`config.mk`:
```
export PLATFORM = sky130hd
export DESIGN_NAME = mips_cpu_fetch_ctrl
export DESIGN_NICKNAME = d
export VERILOG_FILES = /design/src/rtl/mips_cpu_pkg.sv /design/src/rtl/mips_cpu_fetch_pcreg.sv /design/src/rtl/mips_cpu_fetch_ctrl.sv
export SDC_FILE = /design/constraint.sdc
export NUM_CORES = 1
export LEC_CHECK = 0
export ABC_AREA = 1
export CORE_MARGIN = 5
export CORE_UTILIZATION = 45
export CTS_CLUSTER_DIAMETER = 60
export DETAILED_ROUTE_END_ITERATION = 10
export PLACE_DENSITY = 0.86
export SYNTH_ARGS = -nofsm -noshare
export SYNTH_HDL_FRONTEND = slang
export SYNTH_SLANG_ARGS = --single-unit
```
`constraint.sdc`:
```
create_clock -name clk -period 1.85 [get_ports clk]
set_input_delay 0.37 -clock clk [delete_from_list [all_inputs] [get_ports clk]]
set_output_delay 0.37 -clock clk [all_outputs]
set_load 0.02 [all_outputs]
```
`src/rtl/mips_cpu_pkg.sv`:
```
// Shared definitions for the MIPS CPU instruction-fetch path:
// sequencer state encoding, reset vector and halt address.
package mips_cpu_pkg;

   typedef enum logic [1:0] {
      ST_IDLE  = 2'd0,
      ST_FETCH = 2'd1,
      ST_EXEC  = 2'd2,
      ST_HALT  = 2'd3
   } fetch_state_t;

   localparam logic [31:0] RESET_VECTOR_DEFAULT = 32'hBFC0_0000;
   localparam logic [31:0] HALT_ADDR            = 32'h0000_0000;
   localparam logic [31:0] INSTR_BYTES          = 32'd4;

   // True when an address can hold an instruction (low two bits clear).
   function automatic logic is_word_aligned(input logic [31:0] addr);
      return (addr[1:0] == 2'b00);
   endfunction

endpackage

```
`src/rtl/mips_cpu_fetch_pcreg.sv`:
```
// Architectural pc/npc register pair. On each advance the pc takes the
// old npc, and the npc takes either the redirect target or npc+4. This
// pairing is what gives MIPS its single branch delay slot.
module mips_cpu_fetch_pcreg
   import mips_cpu_pkg::*;
#(
   parameter logic [31:0] RESET_VECTOR = RESET_VECTOR_DEFAULT
) (
   input  logic        clk,
   input  logic        rst_n,
   input  logic        i_advance,
   input  logic        i_redirect_valid,
   input  logic [31:0] i_redirect_target,
   output logic [31:0] o_pc,
   output logic [31:0] o_npc
);

   logic [31:0] r_pc;
   logic [31:0] r_npc;
   logic [31:0] w_npc_next;

   // Redirect mux; the +4 path wraps modulo 2^32, so FFFF_FFFC steps to 0.
   always_comb begin
      w_npc_next = r_npc + INSTR_BYTES;
      if (i_redirect_valid) begin
         w_npc_next = i_redirect_target;
      end
   end

   // The pc/npc pair shifts forward only on an enabled commit.
   always_ff @(posedge clk or negedge rst_n) begin
      if (!rst_n) begin
         r_pc  <= RESET_VECTOR;
         r_npc <= RESET_VECTOR + INSTR_BYTES;
      end else if (i_advance) begin
         r_pc  <= r_npc;
         r_npc <= w_npc_next;
      end
   end

   assign o_pc  = r_pc;
   assign o_npc = r_npc;

endmodule

```
`src/rtl/mips_cpu_fetch_ctrl.sv`:
```
// Instruction-fetch sequencer. Fetches one word per instruction from the
// instruction bus (wait-request handshake), presents it to decode for a
// single commit cycle and steps pc/npc with delay-slot semantics. Control
// transfer to address 0, or a misaligned redirect, halts the core.
module mips_cpu_fetch_ctrl
   import mips_cpu_pkg::*;
#(
   parameter logic [31:0] RESET_VECTOR = RESET_VECTOR_DEFAULT
) (
   input  logic        clk,
   input  logic        rst_n,
   output logic        instr_read,
   output logic [31:0] instr_address,
   input  logic        instr_waitrequest,
   input  logic [31:0] instr_readdata,
   input  logic        stall,
   input  logic        redirect_valid,
   input  logic [31:0] redirect_target,
   output logic [31:0] instr_out,
   output logic        instr_valid,
   output logic [31:0] pc_out,
   output logic        active,
   output logic        fetch_err
);

   fetch_state_t r_state;
   fetch_state_t w_state_next;

   logic [31:0] r_instr;
   logic        r_fetch_err;

   logic        w_accept;
   logic        w_commit;
   logic        w_advance;
   logic        w_misaligned;
   logic [31:0] w_pc;
   logic [31:0] w_npc;

   assign w_accept  = (r_state == ST_FETCH) && !instr_waitrequest;
   assign w_commit  = (r_state == ST_EXEC) && !stall;
   // Once a misaligned redirect has been seen, the delay slot commits
   // without moving pc, so the halted core keeps pointing at the slot.
   assign w_advance = w_commit && !r_fetch_err;
   assign w_misaligned = w_advance && redirect_valid &&
                         !is_word_aligned(redirect_target);

   mips_cpu_fetch_pcreg #(
      .RESET_VECTOR (RESET_VECTOR)
   ) u_pcreg (
      .clk               (clk),
      .rst_n             (rst_n),
      .i_advance         (w_advance),
      .i_redirect_valid  (redirect_valid),
      .i_redirect_target (redirect_target),
      .o_pc              (w_pc),
      .o_npc             (w_npc)
   );

   // Sequencer state register.
   always_ff @(posedge clk or negedge rst_n) begin
      if (!rst_n) begin
         r_state <= ST_IDLE;
      end else begin
         r_state <= w_state_next;
      end
   end

   // Next-state logic. The post-commit pc is the current npc, so the halt
   // decision looks at npc before the pair shifts.
   always_comb begin
      w_state_next = r_state;
      case (r_state)
         ST_IDLE: begin
            w_state_next = ST_FETCH;
         end
         ST_FETCH: begin
            if (!instr_waitrequest) begin
               w_state_next = ST_EXEC;
            end
         end
         ST_EXEC: begin
            if (!stall) begin
               if (r_fetch_err || (w_npc == HALT_ADDR)) begin
                  w_state_next = ST_HALT;
               end else begin
                  w_state_next = ST_FETCH;
               end
            end
         end
         ST_HALT: begin
            w_state_next = ST_HALT;
         end
         default: begin
            w_state_next = ST_IDLE;
         end
      endcase
   end

   // Capture the instruction word on the accepting edge of the fetch.
   always_ff @(posedge clk or negedge rst_n) begin
      if (!rst_n) begin
         r_instr <= '0;
      end else if (w_accept) begin
         r_instr <= instr_readdata;
      end
   end

   // Sticky misaligned-redirect flag, cleared only by reset.
   always_ff @(posedge clk or negedge rst_n) begin
      if (!rst_n) begin
         r_fetch_err <= 1'b0;
      end else if (w_misaligned) begin
         r_fetch_err <= 1'b1;
      end
   end

   // Outputs come from registers or are decoded from state only.
   assign instr_read    = (r_state == ST_FETCH);
   assign instr_valid   = (r_state == ST_EXEC);
   assign active        = (r_state == ST_FETCH) || (r_state == ST_EXEC);
   assign instr_address = w_pc;
   assign pc_out        = w_pc;
   assign instr_out     = r_instr;
   assign fetch_err     = r_fetch_err;

endmodule

```
* Word-level counts from Yosys, hierarchy flattened
Cells that the tools add are included.
Word-level totals: register bits after elaboration 99, bits of input ports 69, output and inout port bits 100, logic and storage cells 31
Operators by class: $add $sub $neg 1, equality and inequality tests 5, muxes and demuxes 5, reductions and logical operators 15
Operators by type and width (number):
- 32-bit by 3-bit adder with 32-bit output, second input constant | 1
- 32-bit zero test | 1
- 32-bit 2-to-1 mux | 1
- 2-bit case mux with 4 select lines | 1
- 2-bit 2-to-1 mux | 3
- 1-bit logical AND | 5
- 2-bit == test, second input constant | 2
- 1-bit zero test | 4
- 2-bit zero test | 2
- 2-bit != test, second input constant | 2
- 2-bit by 1-bit == test with 1-bit output, second input constant | 1
- 1-bit logical OR | 2
- 2-bit AND reduction | 1

* Depth between registers and ports, before layout
depth after elaboration 5, gate-level depth with buffers 12, depth with buffers taken out 12

* By module
Synthesis repeated with hierarchy kept, for this count alone.
Second synthesis, totals: cells, all modules 637, area, all modules 5378.9 µm²
Modules (own cells, without submodules):
- mips_cpu_fetch_pcreg | times used 1, cells each 481, area each 3472.1 µm², seq. area each 1625.3 µm²
- mips_cpu_fetch_ctrl | times used 1, cells each 156, area each 1906.8 µm², seq. area each 875.8 µm²

* Worst setup path before layout
No wires, ideal clock.
path type register to register, start reg r_state[0], end reg u_pcreg.r_npc[3] (netlist: u_pcreg.o_npc[3]), arrival time 1.620 ns, data required time 1.731 ns, setup slack 0.111 ns, stages on the path, launching flop included 11, buffers on the path 1, period minus slack after synthesis 1.739 ns, cell sequence dfrtp_1 -> inv_1 -> ha_1 -> inv_2 -> nor3_4 -> inv_2 -> nor2_2 -> inv_2 -> buf_2 -> nor2_1 -> nor2_1
Between the ends: word-level cells in the longest chain between the ends 3
Ends and longest elaborated chain:
- start: declaration | RTL line mips_cpu_fetch_ctrl.sv:26 | fetch_state_t r_state;
- start signal: assignment | RTL line mips_cpu_fetch_ctrl.sv:64 | r_state <= w_state_next;
- 2-bit == test
- named net instr_valid | RTL line mips_cpu_fetch_ctrl.sv:20 | output logic instr_valid,
- 1-bit logical AND | RTL line mips_cpu_fetch_ctrl.sv:40 | assign w_commit = (r_state == ST_EXEC) && !stall;
- 1-bit logical AND | RTL line mips_cpu_fetch_ctrl.sv:43 | assign w_advance = w_commit && !r_fetch_err;
- end signal: assignment | RTL line mips_cpu_fetch_pcreg.sv:34 | r_npc <= RESET_VECTOR + INSTR_BYTES;
- end signal: assignment | RTL line mips_cpu_fetch_pcreg.sv:37 | r_npc <= w_npc_next;
- end: declaration | RTL line mips_cpu_fetch_pcreg.sv:19 | logic [31:0] r_npc;
The timed path passes the listed nets, and every way through them passes these cells. A chain may end at the register's enable or synchronous reset.

* Worst setup path after layout
start reg r_state[1], end out instr_read
Between the ends: word-level cells in the longest chain between the ends 1
Ends and longest elaborated chain:
- 2-bit by 1-bit == test with 1-bit output | RTL line mips_cpu_fetch_ctrl.sv:118 | assign instr_read = (r_state == ST_FETCH);
- end: declaration | RTL line mips_cpu_fetch_ctrl.sv:12 | output logic instr_read,
Every way passes these cells.

==> reports/metrics.yaml <==
outcome: "finished clean"
rows: 39
track_usage_pct: 22.0
route.antenna.remaining_nets: 0
crit_fanout: 4
syn_to_final_growth_pct: 37.8
fin_crit_ns: 1.81
yosysSeqAreaShare_pct: 47.4
drv_cap: 0
switchingPower_mw: 2.48
antenna_cells: 0
grt_pass1_wl_um: 24900
synth_edf_count: 0
seqPwrFrac_pct: 38.7
final_nets: 858
chipWidth_um: 118
drt_iter0_drc: 518
finalHoldViolations: 0
io_pins: 169
dieArea_um2: 14000
use_met1_pct: 26.7
regToRegStartpoint: "r_state[1]"
syn_nets: 711
ir_drop_uv: 985
start_util_pct: 46.0
crit_start: "r_state[1]"
yosys_warnings: 0
final_cell_mix: "192 x nand2_1, 145 x clkdlybuf4s50_1, 80 x dfrtp_1"
fillers: 923
rsz0062_at_grt: "true"
cts_sinks: 99
syn_avg_cell_area_um2: 8.30
postSynth.asyncResetShare_pct: 100
drive_gt1_share_pct: 14.6
io_buffers: 168
vias: 4799
finalCritPeriodShare_pct: 98.0
cts_buffer_depth: 2
tightest_slew_ns: 0.439
pwr-share-comb_pct: 36.5
critPathArrivalTime_ns: 1.44
clockPowerShare_pct: 24.8
busiest_layer: "met2"
worst_hold_path_type: "reg -> reg"
h-tree-depth: 3
yosys-top-cells-area: "dfrtp_1 38%, nand2_1 14%, dfstp_2 9.5%"
dr.pass1.iters: 8
ys.flop_type: "dfrtp_1"
power_leakage_nw: 3.44
wl_um: 15500
stdcell_area_um2: 7280
finalSetupViolations: 0
ys_types: 38
max_slew_margin_pct: 70.8
final_common_cell: "nand2_1"
overflow: 0
place_ws_ns: -0.0371
synthesis.area_um2: 5280
first_global_vias: 4894
routedWlPerCell_um: 16.6
core_um2: 11500
cp_data_required_time_ns: 1.48
worstSetupPathType: "reg -> out"
synth_top_area_share_pct: 37.9
worstHoldStart: "u_pcreg.o_pc[22]"
grt_antenna_before_repair: 0
setup_ws_ns: 0.0362
powerDensity_nw_per_um2: 1040
clk_pin_slew_worst_paths_ns: 0.06
yosysTopAreaCell: "dfrtp_1"
hpwlAfterDp_um: 11600
met2_usage_pct: 37.3
ys_seq_elements: 99
grt_max_degree: 37
numCtsBuffers: 9
finClkSkew_ns: 0.00495
clockRootBuffer: "clkbuf_16"
max_freq_mhz: 551
grt_use_met3_pct: 4.11
die_h_um: 118
start_kind: "flop"
sw_frac_of_total_pct: 32.7
p_total_mw: 7.57
viasPerCell: 5.15
critPathCaptureType: "primary output"
clkLatencyLatePin_ns: 0.35
drcViolationCount: 0
drv_slew: 0
synthCells: 636
power.internal_mw: 5.09
gp_congestion: 0.984
cts_tree: "yes"
placed_area_um2: 6990
-- power by group through the flow --
stage	clock, mW	combinational [mW]	sequential, mW
floorplan	0	0.942	3.41
global placement	0	2.75	2.92
detailed placement	0	2.80	2.96
CTS	1.90	2.78	2.93
global route	1.98	2.93	2.99
finish	1.88	2.76	2.93
-- synthesized netlist by cell type, types with 2 or more instances --
| cell type | n |
|---|---|
| inv_1 | 46 |
| o22ai_1 | 2 |
| o21ai_1 | 12 |
| nand2_1 | 192 |
| dfrtp_1 | 80 |
| o21ai_0 | 41 |
| buf_2 | 11 |
| mux2_2 | 32 |
| nor2_2 | 7 |
| inv_2 | 8 |
| nand3b_1 | 3 |
| nor2_8 | 2 |
| nand2_2 | 4 |
| dfstp_2 | 19 |
| nand4_1 | 2 |
| buf_4 | 33 |
| a21oi_1 | 10 |
| xor2_1 | 7 |
| nand3_1 | 24 |
| o211ai_1 | 5 |
| nor2_1 | 65 |
| nand2_4 | 3 |
| ha_1 | 6 |
| clkbuf_1 | 8 |
-- layer usage --
layer / share of wire, % / vias up
li1: - / 2278
met1: 38 / 2222
met2: 50 / 253
met3: 8.4 / 46
met4: 3.6 / 0
met5: 0 / -
-- registers in the layout, indices dropped and copies added, names as in the netlist --
signal	flops
u_pcreg.o_pc	32
r_state	2
instr_out	32
fetch_err	1
u_pcreg.o_npc	32
-- worst max-delay path, cell delays in order (launching register included) --
cell and delay (ns):
dfrtp_1 0.42, inv_1 0.11, ha_1 0.22, clkdlybuf4s15_1 0.35
-- kinds of logic (layout without fill, tap and decap cells) --
logic type	count (synthesis)	count (layout)	synth area share [%]
XOR/XNOR	8	8	1.33
flip-flops	99	99	47.4
adder cells (fa/ha/maj)	6	6	1.42
multiplexers	32	32	6.83
AO/OA/AOI/OAI	78	78	8.18
buffers and inverters	107	259	10.2
AND/OR/NAND/NOR	306	306	24.7
-- per-stage QoR --
step | TNS, ns | utilization (%) | hold WS (ns) | std cells
floorplan | 0 | - | 0.0744 | 636
global placement | 0 | 61.0 | 0.345 | 913
detailed placement | -0.0409 | 61.0 | 0.347 | 913
CTS | 0 | 63.3 | 0.508 | 930
global route | -0.0109 | 63.4 | 0.519 | 931
finish | 0 | 63.4 | 0.503 | 931
-- area by class of cell --
cell class / instances / area [µm²] / share of cell area, %
flip-flops and latches: 99 / 2500 / 34.4
well taps: 143 / 179 / 2.46
inverters: 54 / 203 / 2.79
clock inverters: 4 / 51.3 / 0.705
multi-input cells: 430 / 2240 / 30.8
repair buffers: 189 / 1860 / 25.6
clock buffers: 12 / 236 / 3.25
-- timing repair --
item                                   4_1_cts  5_1_grt
gates resized for setup                     22        3
pin swaps                                    0        0
hold buffers                                 1        0
endpoints found under the hold margin       29        0
buffers inserted                             0        1
setup endpoints to repair                   22        5
-- path summary, 6_finish.rpt --
kind                                     endpoint  slack [ns]  depth (start not counted)
min in group asynchronous        u_pcreg.o_pc[10]        0.53                          2
max in group asynchronous       u_pcreg.o_npc[29]        0.71                          3
worst min register to register   u_pcreg.o_pc[22]        0.50                          2
worst max register to register  u_pcreg.o_npc[13]        0.11                          8
worst min-delay path             u_pcreg.o_pc[22]        0.50                          2
worst max-delay path                   instr_read        0.04                          3
No activity file was read; power rests on OpenSTA's default activity.
